--- src/rtl/adv7393_axil_csr_if.sv ---
`default_nettype none
// ============================================================================
// Module      : adv7393_axil_csr_if
// Description : AXI4-Lite bus bundle between the PS interconnect (master) and
//               the ADV7393 configuration CSR file (slave).
//               Ports / members:
//                 aw*  : awvalid, awready, awaddr[AWIDTH], awprot[3]
//                 w*   : wvalid, wready, wdata[DWIDTH], wstrb[DWIDTH/8]
//                 b*   : bvalid, bready, bresp[2]
//                 ar*  : arvalid, arready, araddr[AWIDTH], arprot[3]
//                 r*   : rvalid, rready, rdata[DWIDTH], rresp[2]
//               Modports: master (interconnect side), slave (CSR side).
// Revision    : 1.0 - initial release
// ============================================================================
interface adv7393_axil_csr_if #(
   parameter int AWIDTH = 8,
   parameter int DWIDTH = 32
);
   logic                  awvalid;
   logic                  awready;
   logic [AWIDTH-1:0]     awaddr;
   logic [2:0]            awprot;

   logic                  wvalid;
   logic                  wready;
   logic [DWIDTH-1:0]     wdata;
   logic [DWIDTH/8-1:0]   wstrb;

   logic                  bvalid;
   logic                  bready;
   logic [1:0]            bresp;

   logic                  arvalid;
   logic                  arready;
   logic [AWIDTH-1:0]     araddr;
   logic [2:0]            arprot;

   logic                  rvalid;
   logic                  rready;
   logic [DWIDTH-1:0]     rdata;
   logic [1:0]            rresp;

   modport master (
      output awvalid, awaddr, awprot, wvalid, wdata, wstrb, bready,
             arvalid, araddr, arprot, rready,
      input  awready, wready, bvalid, bresp, arready, rvalid, rdata, rresp
   );

   modport slave (
      input  awvalid, awaddr, awprot, wvalid, wdata, wstrb, bready,
             arvalid, araddr, arprot, rready,
      output awready, wready, bvalid, bresp, arready, rvalid, rdata, rresp
   );
endinterface
`default_nettype wire

--- src/rtl/adv7393_axil_csr.sv ---
`default_nettype none
// ============================================================================
// Module      : adv7393_axil_csr
// Description : AXI4-Lite slave CSR file holding the ADV7393 encoder
//               configuration. NUM_REGS registers of REG_WIDTH bits at word
//               indices 0..NUM_REGS-1, a CTRL word at index NUM_REGS
//               (bit0 write = commit, bit1 read = pending), everything else
//               unmapped (SLVERR). Per-register update pulses feed the I2C
//               loader.
//               Optional feature macro: ADV7393_CSR_SHADOW_EN
//                 defined   : writes land in a shadow bank, CTRL commit copies
//                             shadow to the active image.
//                 undefined : writes update the active image directly.
// Ports       : clk      - clock
//               reset    - synchronous reset, active-low
//               s_axi    - AXI4-Lite slave (adv7393_axil_csr_if.slave)
//               reg_q    - active register image, reg i at [i*REG_WIDTH +: REG_WIDTH]
//               reg_upd  - one-cycle pulse per register whose active value was written
// Revision    : 1.0 - initial release
// ============================================================================
module adv7393_axil_csr #(
   parameter int                            S_AXI_AWIDTH = 8,
   parameter int                            S_AXI_DWIDTH = 32,
   parameter int                            NUM_REGS     = 16,
   parameter int                            REG_WIDTH    = 8,
   parameter logic [NUM_REGS*REG_WIDTH-1:0] REG_DEFAULT  = '0
) (
   input  wire logic                          clk,
   input  wire logic                          reset,
   adv7393_axil_csr_if.slave                  s_axi,
   output logic [NUM_REGS*REG_WIDTH-1:0]      reg_q,
   output logic [NUM_REGS-1:0]                reg_upd
);

   localparam int                c_IW          = S_AXI_AWIDTH - 2;
   localparam int                c_IMG_W       = NUM_REGS * REG_WIDTH;
   localparam logic [c_IW-1:0]   c_CTRL_IDX    = c_IW'(NUM_REGS);
   localparam logic [1:0]        c_RESP_OKAY   = 2'b00;
   localparam logic [1:0]        c_RESP_SLVERR = 2'b10;

   localparam logic [1:0]        R_IDLE        = 2'd0;
   localparam logic [1:0]        R_DATA        = 2'd1;

   // ------------------------------------------------------------------
   // State
   // ------------------------------------------------------------------
   logic                      r_aw_held;
   logic [c_IW-1:0]           r_aw_idx;
   logic                      r_w_held;
   logic [S_AXI_DWIDTH-1:0]   r_wdata;
   logic [3:0]                r_wstrb;
   logic                      r_bvalid;
   logic [1:0]                r_bresp;

   logic [1:0]                r_rstate;
   logic [S_AXI_DWIDTH-1:0]   r_rdata;
   logic [1:0]                r_rresp;

   logic [c_IMG_W-1:0]        r_active;
   logic [NUM_REGS-1:0]       r_upd;
`ifdef ADV7393_CSR_SHADOW_EN
   logic [c_IMG_W-1:0]        r_shadow;
`endif

   // ------------------------------------------------------------------
   // Combinational helpers
   // ------------------------------------------------------------------
   logic [c_IMG_W-1:0]        w_bank;        // bank seen by register writes/reads
   logic [c_IMG_W-1:0]        w_bank_next;
   logic [NUM_REGS-1:0]       w_wr_onehot;
   logic [REG_WIDTH-1:0]      w_mask;
   logic [REG_WIDTH-1:0]      w_wr_old;
   logic [REG_WIDTH-1:0]      w_wr_new;
   logic                      w_exec;
   logic                      w_wr_reg_hit;
   logic                      w_wr_ctrl_hit;
   logic                      w_wr_any_strb;
   logic                      w_pending;
   logic [c_IW-1:0]           w_ar_idx;
   logic [S_AXI_DWIDTH-1:0]   w_rd_data;
   logic [1:0]                w_rd_resp;
   logic                      w_unused_ok;

   // Byte strobe k covers register bits [8k+7:8k]; bits beyond REG_WIDTH never exist.
   for (genvar b = 0; b < REG_WIDTH; b++) begin : g_mask
      assign w_mask[b] = r_wstrb[b/8];
   end

`ifdef ADV7393_CSR_SHADOW_EN
   logic [NUM_REGS-1:0]       w_diff;
   logic                      w_commit;

   for (genvar i = 0; i < NUM_REGS; i++) begin : g_diff
      assign w_diff[i] = r_shadow[i*REG_WIDTH +: REG_WIDTH] != r_active[i*REG_WIDTH +: REG_WIDTH];
   end

   assign w_bank    = r_shadow;
   assign w_pending = |w_diff;
   assign w_commit  = w_exec & w_wr_ctrl_hit & r_wstrb[0] & r_wdata[0];
`else
   assign w_bank    = r_active;
   assign w_pending = 1'b0;
`endif

   // Both holds present means the write executes at this edge; holds are
   // only ever loaded while bvalid is low, so no extra qualification needed.
   assign w_exec        = r_aw_held & r_w_held;
   assign w_wr_reg_hit  = r_aw_idx < c_CTRL_IDX;
   assign w_wr_ctrl_hit = r_aw_idx == c_CTRL_IDX;
   assign w_wr_any_strb = |r_wstrb;

   always_comb begin
      w_wr_old = '0;
      for (int i = 0; i < NUM_REGS; i++) begin
         if (r_aw_idx == c_IW'(i)) begin
            w_wr_old = w_bank[i*REG_WIDTH +: REG_WIDTH];
         end
      end
      w_wr_new = (w_wr_old & ~w_mask) | (r_wdata[REG_WIDTH-1:0] & w_mask);
   end

   // Next bank image with the addressed register merged in. A nonzero
   // strobe counts as a write even if it covers no bit of the register.
   always_comb begin
      w_bank_next = w_bank;
      w_wr_onehot = '0;
      if (w_exec && w_wr_reg_hit && w_wr_any_strb) begin
         for (int i = 0; i < NUM_REGS; i++) begin
            if (r_aw_idx == c_IW'(i)) begin
               w_bank_next[i*REG_WIDTH +: REG_WIDTH] = w_wr_new;
               w_wr_onehot[i]                        = 1'b1;
            end
         end
      end
   end

   // Read data is sampled from current state, so a read accepted in the
   // same cycle a write executes returns the pre-write value.
   always_comb begin
      w_ar_idx  = s_axi.araddr[S_AXI_AWIDTH-1:2];
      w_rd_data = '0;
      w_rd_resp = c_RESP_SLVERR;
      for (int i = 0; i < NUM_REGS; i++) begin
         if (w_ar_idx == c_IW'(i)) begin
            w_rd_data[REG_WIDTH-1:0] = w_bank[i*REG_WIDTH +: REG_WIDTH];
            w_rd_resp                = c_RESP_OKAY;
         end
      end
      if (w_ar_idx == c_CTRL_IDX) begin
         w_rd_data[1] = w_pending;
         w_rd_resp    = c_RESP_OKAY;
      end
   end

   // ------------------------------------------------------------------
   // Write path: independent AW/W holds, single outstanding response
   // ------------------------------------------------------------------
   always_ff @(posedge clk) begin
      if (!reset) begin
         r_aw_held <= 1'b0;
         r_aw_idx  <= '0;
         r_w_held  <= 1'b0;
         r_wdata   <= '0;
         r_wstrb   <= '0;
         r_bvalid  <= 1'b0;
         r_bresp   <= c_RESP_OKAY;
         r_active  <= REG_DEFAULT;
         r_upd     <= '0;
`ifdef ADV7393_CSR_SHADOW_EN
         r_shadow  <= REG_DEFAULT;
`endif
      end else begin
         if (s_axi.awvalid && s_axi.awready) begin
            r_aw_held <= 1'b1;
            r_aw_idx  <= s_axi.awaddr[S_AXI_AWIDTH-1:2];
         end
         if (s_axi.wvalid && s_axi.wready) begin
            r_w_held <= 1'b1;
            r_wdata  <= s_axi.wdata;
            r_wstrb  <= s_axi.wstrb;
         end

         if (w_exec) begin
            r_aw_held <= 1'b0;
            r_w_held  <= 1'b0;
            r_bvalid  <= 1'b1;
            r_bresp   <= (w_wr_reg_hit || w_wr_ctrl_hit) ? c_RESP_OKAY : c_RESP_SLVERR;
         end else if (r_bvalid && s_axi.bready) begin
            r_bvalid  <= 1'b0;
         end

`ifdef ADV7393_CSR_SHADOW_EN
         r_shadow <= w_bank_next;
         if (w_commit) begin
            r_active <= r_shadow;
            r_upd    <= w_diff;
         end else begin
            r_upd    <= '0;
         end
`else
         r_active <= w_bank_next;
         r_upd    <= w_wr_onehot;
`endif
      end
   end

   // ------------------------------------------------------------------
   // Read path FSM
   // ------------------------------------------------------------------
   always_ff @(posedge clk) begin
      if (!reset) begin
         r_rstate <= R_IDLE;
         r_rdata  <= '0;
         r_rresp  <= c_RESP_OKAY;
      end else begin
         case (r_rstate)
            R_IDLE: begin
               if (s_axi.arvalid) begin
                  r_rdata  <= w_rd_data;
                  r_rresp  <= w_rd_resp;
                  r_rstate <= R_DATA;
               end
            end
            R_DATA: begin
               if (s_axi.rready) begin
                  r_rstate <= R_IDLE;
               end
            end
            default: r_rstate <= R_IDLE;
         endcase
      end
   end

   // ------------------------------------------------------------------
   // Outputs. Ready signals are gated by reset so they read 0 while the
   // block is held in reset.
   // ------------------------------------------------------------------
   assign s_axi.awready = reset & ~r_aw_held & ~r_bvalid;
   assign s_axi.wready  = reset & ~r_w_held  & ~r_bvalid;
   assign s_axi.bvalid  = r_bvalid;
   assign s_axi.bresp   = r_bresp;
   assign s_axi.arready = reset & (r_rstate == R_IDLE);
   assign s_axi.rvalid  = r_rstate == R_DATA;
   assign s_axi.rdata   = r_rdata;
   assign s_axi.rresp   = r_rresp;

   assign reg_q   = r_active;
   assign reg_upd = r_upd;

   // Protection bits, byte-offset address bits and data bits above
   // REG_WIDTH carry no meaning for this block.
   assign w_unused_ok = ^{s_axi.awprot, s_axi.arprot, s_axi.awaddr[1:0],
                          s_axi.araddr[1:0], r_wdata};

endmodule
`default_nettype wire
--- src/flat_wrapper.sv ---
// flat-port wrapper written by rule: the top's interface ports become plain ports
module adv7393_axil_csr_flat 
#(
   parameter int                            S_AXI_AWIDTH = 8,
   parameter int                            S_AXI_DWIDTH = 32,
   parameter int                            NUM_REGS     = 16,
   parameter int                            REG_WIDTH    = 8,
   parameter logic [NUM_REGS*REG_WIDTH-1:0] REG_DEFAULT  = '0
)
  (clk, reset, reg_q, reg_upd, s_axi_awvalid, s_axi_awaddr, s_axi_awprot, s_axi_wvalid, s_axi_wdata, s_axi_wstrb, s_axi_bready, s_axi_arvalid, s_axi_araddr, s_axi_arprot, s_axi_rready, s_axi_awready, s_axi_wready, s_axi_bvalid, s_axi_bresp, s_axi_arready, s_axi_rvalid, s_axi_rdata, s_axi_rresp);
  adv7393_axil_csr_if s_axi_i ();
  input  wire logic clk;
  input  wire logic reset;
  output logic [NUM_REGS*REG_WIDTH-1:0] reg_q;
  output logic [NUM_REGS-1:0] reg_upd;
  input wire logic [$bits(s_axi_i.awvalid)-1:0] s_axi_awvalid;
  input wire logic [$bits(s_axi_i.awaddr)-1:0] s_axi_awaddr;
  input wire logic [$bits(s_axi_i.awprot)-1:0] s_axi_awprot;
  input wire logic [$bits(s_axi_i.wvalid)-1:0] s_axi_wvalid;
  input wire logic [$bits(s_axi_i.wdata)-1:0] s_axi_wdata;
  input wire logic [$bits(s_axi_i.wstrb)-1:0] s_axi_wstrb;
  input wire logic [$bits(s_axi_i.bready)-1:0] s_axi_bready;
  input wire logic [$bits(s_axi_i.arvalid)-1:0] s_axi_arvalid;
  input wire logic [$bits(s_axi_i.araddr)-1:0] s_axi_araddr;
  input wire logic [$bits(s_axi_i.arprot)-1:0] s_axi_arprot;
  input wire logic [$bits(s_axi_i.rready)-1:0] s_axi_rready;
  output wire logic [$bits(s_axi_i.awready)-1:0] s_axi_awready;
  output wire logic [$bits(s_axi_i.wready)-1:0] s_axi_wready;
  output wire logic [$bits(s_axi_i.bvalid)-1:0] s_axi_bvalid;
  output wire logic [$bits(s_axi_i.bresp)-1:0] s_axi_bresp;
  output wire logic [$bits(s_axi_i.arready)-1:0] s_axi_arready;
  output wire logic [$bits(s_axi_i.rvalid)-1:0] s_axi_rvalid;
  output wire logic [$bits(s_axi_i.rdata)-1:0] s_axi_rdata;
  output wire logic [$bits(s_axi_i.rresp)-1:0] s_axi_rresp;
  assign s_axi_i.awvalid = s_axi_awvalid;
  assign s_axi_i.awaddr = s_axi_awaddr;
  assign s_axi_i.awprot = s_axi_awprot;
  assign s_axi_i.wvalid = s_axi_wvalid;
  assign s_axi_i.wdata = s_axi_wdata;
  assign s_axi_i.wstrb = s_axi_wstrb;
  assign s_axi_i.bready = s_axi_bready;
  assign s_axi_i.arvalid = s_axi_arvalid;
  assign s_axi_i.araddr = s_axi_araddr;
  assign s_axi_i.arprot = s_axi_arprot;
  assign s_axi_i.rready = s_axi_rready;
  assign s_axi_awready = s_axi_i.awready;
  assign s_axi_wready = s_axi_i.wready;
  assign s_axi_bvalid = s_axi_i.bvalid;
  assign s_axi_bresp = s_axi_i.bresp;
  assign s_axi_arready = s_axi_i.arready;
  assign s_axi_rvalid = s_axi_i.rvalid;
  assign s_axi_rdata = s_axi_i.rdata;
  assign s_axi_rresp = s_axi_i.rresp;
  adv7393_axil_csr #(.S_AXI_AWIDTH(S_AXI_AWIDTH), .S_AXI_DWIDTH(S_AXI_DWIDTH), .NUM_REGS(NUM_REGS), .REG_WIDTH(REG_WIDTH), .REG_DEFAULT(REG_DEFAULT)) u_core (.clk(clk), .reset(reset), .s_axi(s_axi_i), .reg_q(reg_q), .reg_upd(reg_upd));
endmodule
--- config.mk ---
export PLATFORM = sky130hd
export DESIGN_NAME = adv7393_axil_csr_flat
export DESIGN_NICKNAME = d
export VERILOG_FILES = /design/src/rtl/adv7393_axil_csr_if.sv /design/src/rtl/adv7393_axil_csr.sv /design/src/flat_wrapper.sv
export SDC_FILE = /design/constraint.sdc
export NUM_CORES = 1
export LEC_CHECK = 0
export CELL_PAD_IN_SITES_DETAIL_PLACEMENT = 1
export CELL_PAD_IN_SITES_GLOBAL_PLACEMENT = 2
export CORE_UTILIZATION = 31
export CTS_CLUSTER_SIZE = 10
export DETAILED_ROUTE_END_ITERATION = 6
export PLACE_DENSITY_LB_ADDON = 0.1
export REMOVE_ABC_BUFFERS = 1
export SLEW_MARGIN = 15
export SYNTH_ARGS = -nofsm -noshare
export SYNTH_HDL_FRONTEND = slang
export SYNTH_SLANG_ARGS = --single-unit
--- constraint.sdc ---
create_clock -name clk -period 5 [get_ports clk]
set_input_delay 0.5 -clock clk [delete_from_list [all_inputs] [get_ports clk]]
set_output_delay 0.5 -clock clk [all_outputs]
set_load 0.005 [all_outputs]
# --- Yosys cells after proc, flatten, opt, wreduce, memory -nomap -nowiden ---
# Cells that the tools add are included.
classes:
  n_mux: 72
  bitwise: 14
  reduce_logical: 31
  eq_ne: 35
  magnitude_cmp: 1
ops:
  columns: ["cell", "count"]
  rows:
  - ["two-way mux 8 bit", 32]
  - ["== test 6 x 4 -> 1 bit (second input constant)", 16]
  - ["== test 6 x 3 -> 1 bit (second input constant)", 8]
  - ["two-way mux 2 bit", 20]
  - ["AND reduction 2 bit", 19]
  - ["== test 6 x 2 -> 1 bit (second input constant)", 4]
  - ["two-way mux 1 bit", 19]
  - ["AND 8 bit", 2]
  - ["== test 6 x 1 -> 1 bit (second input constant)", 2]
  - ["== test 6 x 5 -> 1 bit (second input constant)", 2]
  - ["logical NOT 6 bit", 2]
  - ["NOT 8 bit", 1]
  - ["OR 8 bit", 1]
  - ["AND 1 bit", 6]
  - ["less-than comparator 6 x 5 -> 1 bit (second input constant)", 1]
  - ["logical AND 1 bit", 5]
  - ["!= test 2 bit (second input constant)", 2]
  - ["NOT 1 bit", 4]
  - ["one-hot mux 2 bit (2 select lines)", 1]
  - ["OR reduction 4 bit", 1]
  - ["== test 2 x 1 -> 1 bit (second input constant)", 1]
  - ["logical NOT 2 bit", 1]
  - ["nonzero test 2 bit", 1]
  - ["OR reduction 2 bit", 1]
  - ["logical OR 1 bit", 1]
word_totals:
  input_bits: 65
  regBits: 179
  wordCells: 180

# --- Logic depth before layout (Yosys ltp) ---
logic_depth:
  word_depth: 19
  mapped_depth: 12
  ltp_nobuf: 6

# --- Least setup slack after synthesis ---
# Ideal clock, no wire load.
synth_timing:
  path_type: "register to register"
  startpoint: "register u_core.r_aw_idx[0]"
  endpoint: "register u_core.r_active[18] (netlist: u_core.reg_q[18])"
  n_path_buf: 3
  t_arrival_ns: 1.908
  path_slack_ns: 2.955
  t_required_ns: 4.864
  period_less_slack_ns: 2.045
  stages_incl_launch_ff: 10
  path_cell_list: "dfxtp_1 buf_6 buf_6 mux4_2 a22o_1 nand2_2 o311ai_4 buf_6 nand4_1 o221ai_1"
synth_between:
  elab_chain_len: 19
  elab_cells_between_ends: 38
  cone_classes: "order compare: 1; eq/ne: 15; mux: 16; bitwise: 2; reduce/logical: 4"
synth_lines:
  columns: ["element", "line", "rtl"]
  rows:
  - ["start: declaration", "adv7393_axil_csr.sv:48", "logic [c_IW-1:0] r_aw_idx;"]
  - ["start signal: assignment", "adv7393_axil_csr.sv:175", "r_aw_idx <= s_axi.awaddr[S_AXI_AWIDTH-1:2];"]
  - ["logical NOT 6 bit", "adv7393_axil_csr.sv:115", "if (r_aw_idx == c_IW'(i)) begin"]
  - ["two-way mux 8 bit (16 in a row)", "adv7393_axil_csr.sv:115", null]
  - ["AND 8 bit", "adv7393_axil_csr.sv:119", "w_wr_new = (w_wr_old & ~w_mask) | (r_wdata[REG_WIDTH-1:0] & w_mask);"]
  - ["OR 8 bit", "adv7393_axil_csr.sv:119", null]
  - ["end signal: assignment", "adv7393_axil_csr.sv:201", "r_active <= w_bank_next;"]
  - ["end: declaration", "adv7393_axil_csr.sv:59", "logic [c_IMG_W-1:0] r_active;"]
# Parallel ways exist; a longest one is shown, timed or not.
# A chain may end at the register's enable or synchronous reset.

# --- Worst setup path after layout ---
layout_timing:
  startpoint: "register u_core.r_aw_idx[1]"
  endpoint: "register u_core.r_active[102] (netlist: u_core.reg_q[102])"
# The elaborated chain is that of the path after synthesis.

==> out/qor.yml <==
stdcell_area_sq_mm: 0.01211
grt_pass1_vias: 9124
endpoint: "u_core.reg_q[102]"
clkSinkCount: 176
status: "finished clean"
antenna_found_initial: 0
timing.fmax_mhz: 298.5
rows: 64
worstPathRequired_ns: 5.34
endpoint_kind: "flop"
synth_fa_ha_area_frac: 0
min_period_ns: 3.350
rsz0062_at_grt: "no"
power.density_mw_per_mm2: 267.6
min-delay-path-class: "in2reg"
finalSetupViolCount: 0
reg2reg_slack_ns: 1.65
synth-simple-area-share: 0.2036
crit_fanout: 29
crit_type: "reg2reg"
cts_buffers: 17
crit_arrival_ns: 3.69
skew_ns: 0.01097
cts_resized: 0
hold_viol_final: 0
drt_iter0_drc: 569
startpoint: "u_core.r_aw_idx[1]"
initial_core_util: 0.3144
startpoint_type: "flop"
place.gp.congestion: 0.8518
leakagePower_nw: 4.354
r2r_cells: 6
postRouteAntennaNets: 0
grt_overflow_total: 0
setup_tns_ns: 0
die_height_um: 177.9
yosysWarnings: 0
post-cts-setup-buffers: 0
yosysUniqueCellTypes: 88
timing.rr.end: "u_core.reg_q[102]"
via_per_inst: 5.722
route.vias.total: 9613
synth_xor_area_frac: 0
drive_above_1_share: 0.08801
finalNetCount: 1337
maxCapViolations: 0
num_antenna_cells: 0
rr_startpoint: "u_core.r_aw_idx[1]"
dp_hpwl_um: 29400
clock_latency_ns: 0.45
final-seq-area_sq_mm: 0.003526
synth_area_sq_mm: 0.009593
die_area_sq_mm: 0.03165
drt_drc_violations_left: 0
syn-mean-instance-area_sq_um: 8.349
area_growth_pct: 26.24
ios: 250
grt_pass1_wl_um: 60460
synth_compound_area_frac: 0.2730
max_slew_margin: 0.3036
synth_seq_cells: 176
die_w_um: 177.9
synthMuxAreaShare: 0.07526
seq_area_frac_synth: 0.3673
grt_max_degree: 94
multi_input_area_sq_mm: 0.005398
cts.clk_slew.worst_paths_ns: 0.07
ys.flop_type: "dfxtp_1"
syn-instance-count: 1149
core_sq_mm: 0.03051
cts_hold_buffers: 0
finalCritPeriodShare: 0.6700
async_reset_ff_frac: 0
cts-root-buf: "clkbuf_16"
detail_route.wl_per_cell_um: 24.28
synth_top_family_by_area: "compound AO/OA/AOI/OAI gates"
drv_slew: 0
drt_pre_antenna_iters: 5
htree_levels: 4
dpl_cell_area_sq_mm: 0.01150
synth-edff-count: 0
worst_slew_pin_slew_ns: 1.041
cts_tree: "done"
routed_wl_um: 40790
nFillCells: 3610
clock_path_buffers: 2
groute.usage.overall: 0.2590
port_buffers: 189
vdd_drop_max_mv: 0.2038
per-stage QoR:
stage                     cells    util  hold WS, ns  setup WS, ns  power (mW)
after floorplan            1043       -       0.4431         1.882       1.629
final                      1680  0.3969       0.4583         1.650       3.241
after CTS                  1680  0.3969       0.4474         1.707       3.268
after detailed placement   1649  0.3768       0.4632         1.681       1.812
after global routing       1680  0.3969       0.4944         1.458       3.351
after global placement     1649  0.3768       0.4531         1.666       1.810
power by group:
| group | internal, mW | switching, mW |
|---|---|---|
| Combinational | 0.118 | 0.224 |
| Clock | 0.812 | 0.648 |
| Sequential | 1.41 | 0.0230 |
| Total | 2.34 | 0.896 |
cell families (layout without fill, tap and decap cells):
kind of cell,count (synthesis),after routing
AOI/OAI and AO/OA,396,396
other,1,26
muxes,55,55
buffers and inverters,141,251
and+or+nand+nor,380,380
DFF,176,176
cell usage in the layout, fill, tap and decap left out, types with 16 or more instances in the layout:
cell             netlist  final
nand3_1               66     66
mux2i_1               29     29
nor3_1                17     17
clkbuf_16              0     17
buf_4                 35     21
a21oi_1               91     91
o21ai_0              111    111
dfxtp_1              176    174
nand2_1              127    127
nor2_1                49     49
o22ai_1               25     25
conb_1                 1     26
o211a_1               21     21
o221ai_1              18     18
clkdlybuf4s50_1        0    186
nor2b_1               26     26
o21ai_1               28     28
nand4_1               16     16
metal layers:
layer	track usage	part of all wire	vias up	wire (um)
li1	-	-	4426	-
met1	0.3666	0.47	4875	19170
met2	0.4175	0.48	273	19400
met3	0.02528	0.039	39	1595
met4	0.06660	0.015	0	614
met5	0	0	-	0
state kept, by name, summed over array words and instances, names as in the netlist:
signal / count
u_core.r_aw_held: 1
u_core.r_aw_idx: 6
u_core.r_rstate: 1
u_core.r_w_held: 1
u_core.r_wdata: 8
u_core.r_wstrb: 4
u_core.reg_q: 128
u_core.reg_upd: 16
u_core.s_axi.bresp: 1
u_core.s_axi.bvalid: 1
u_core.s_axi.rdata: 8
u_core.s_axi.rresp: 1
area by class of cell:
type | instances | share of cell area
Clock inverter | 12 | 0.01405
Timing Repair Buffer | 210 | 0.1685
Multi-Input combinational cell | 857 | 0.4457
Tap cell | 396 | 0.04091
Inverter | 10 | 0.003099
Clock buffer | 19 | 0.03657
Sequential cell | 176 | 0.2911
critical path: stages, from the launching register on:
cell     delay, ns
dfxtp_2       0.54
buf_4         0.39
nor2_1        0.78
nand2_1       0.34
nor2_1        0.87
nand2_1       0.12
o211a_1       0.17
worst min-delay path by stage:
stage / startpoint / end / cells after the start
floorplan: u_core.r_wstrb[3] / u_core.r_wstrb[3] / 2
global placement: u_core.r_wstrb[3] / u_core.r_wstrb[3] / 2
detailed placement: u_core.r_wstrb[2] / u_core.r_wstrb[2] / 2
CTS: reset / u_core.r_aw_held / 2
global route: reset / u_core.r_aw_held / 2
finish: reset / u_core.r_aw_held / 2
Yosys cell counts, types with 10 or more instances:
library cell	number	area, sq um
nand4_1	16	100.1
a21oi_1	91	455.4
clkbuf_1	52	195.2
o211a_1	21	210.2
buf_2	28	140.1
o21ai_1	28	140.1
o221ai_1	18	157.7
and3_1	14	87.58
mux2i_1	29	290.3
nand2_1	127	476.7
a21boi_0	15	112.6
mux4_2	11	247.7
nand3_1	66	330.3
mux2_2	14	157.7
dfxtp_1	176	3523
nor2b_1	26	162.7
nor2_1	49	183.9
buf_6	10	112.6
o22ai_1	25	156.4
buf_4	35	262.8
a31oi_1	11	68.82
inv_1	10	37.54
nor3_1	17	85.08
nand2b_1	13	81.33
and2_1	15	93.84
o21ai_0	111	555.5
Note: power is estimated with default switching activity, not from simulation.
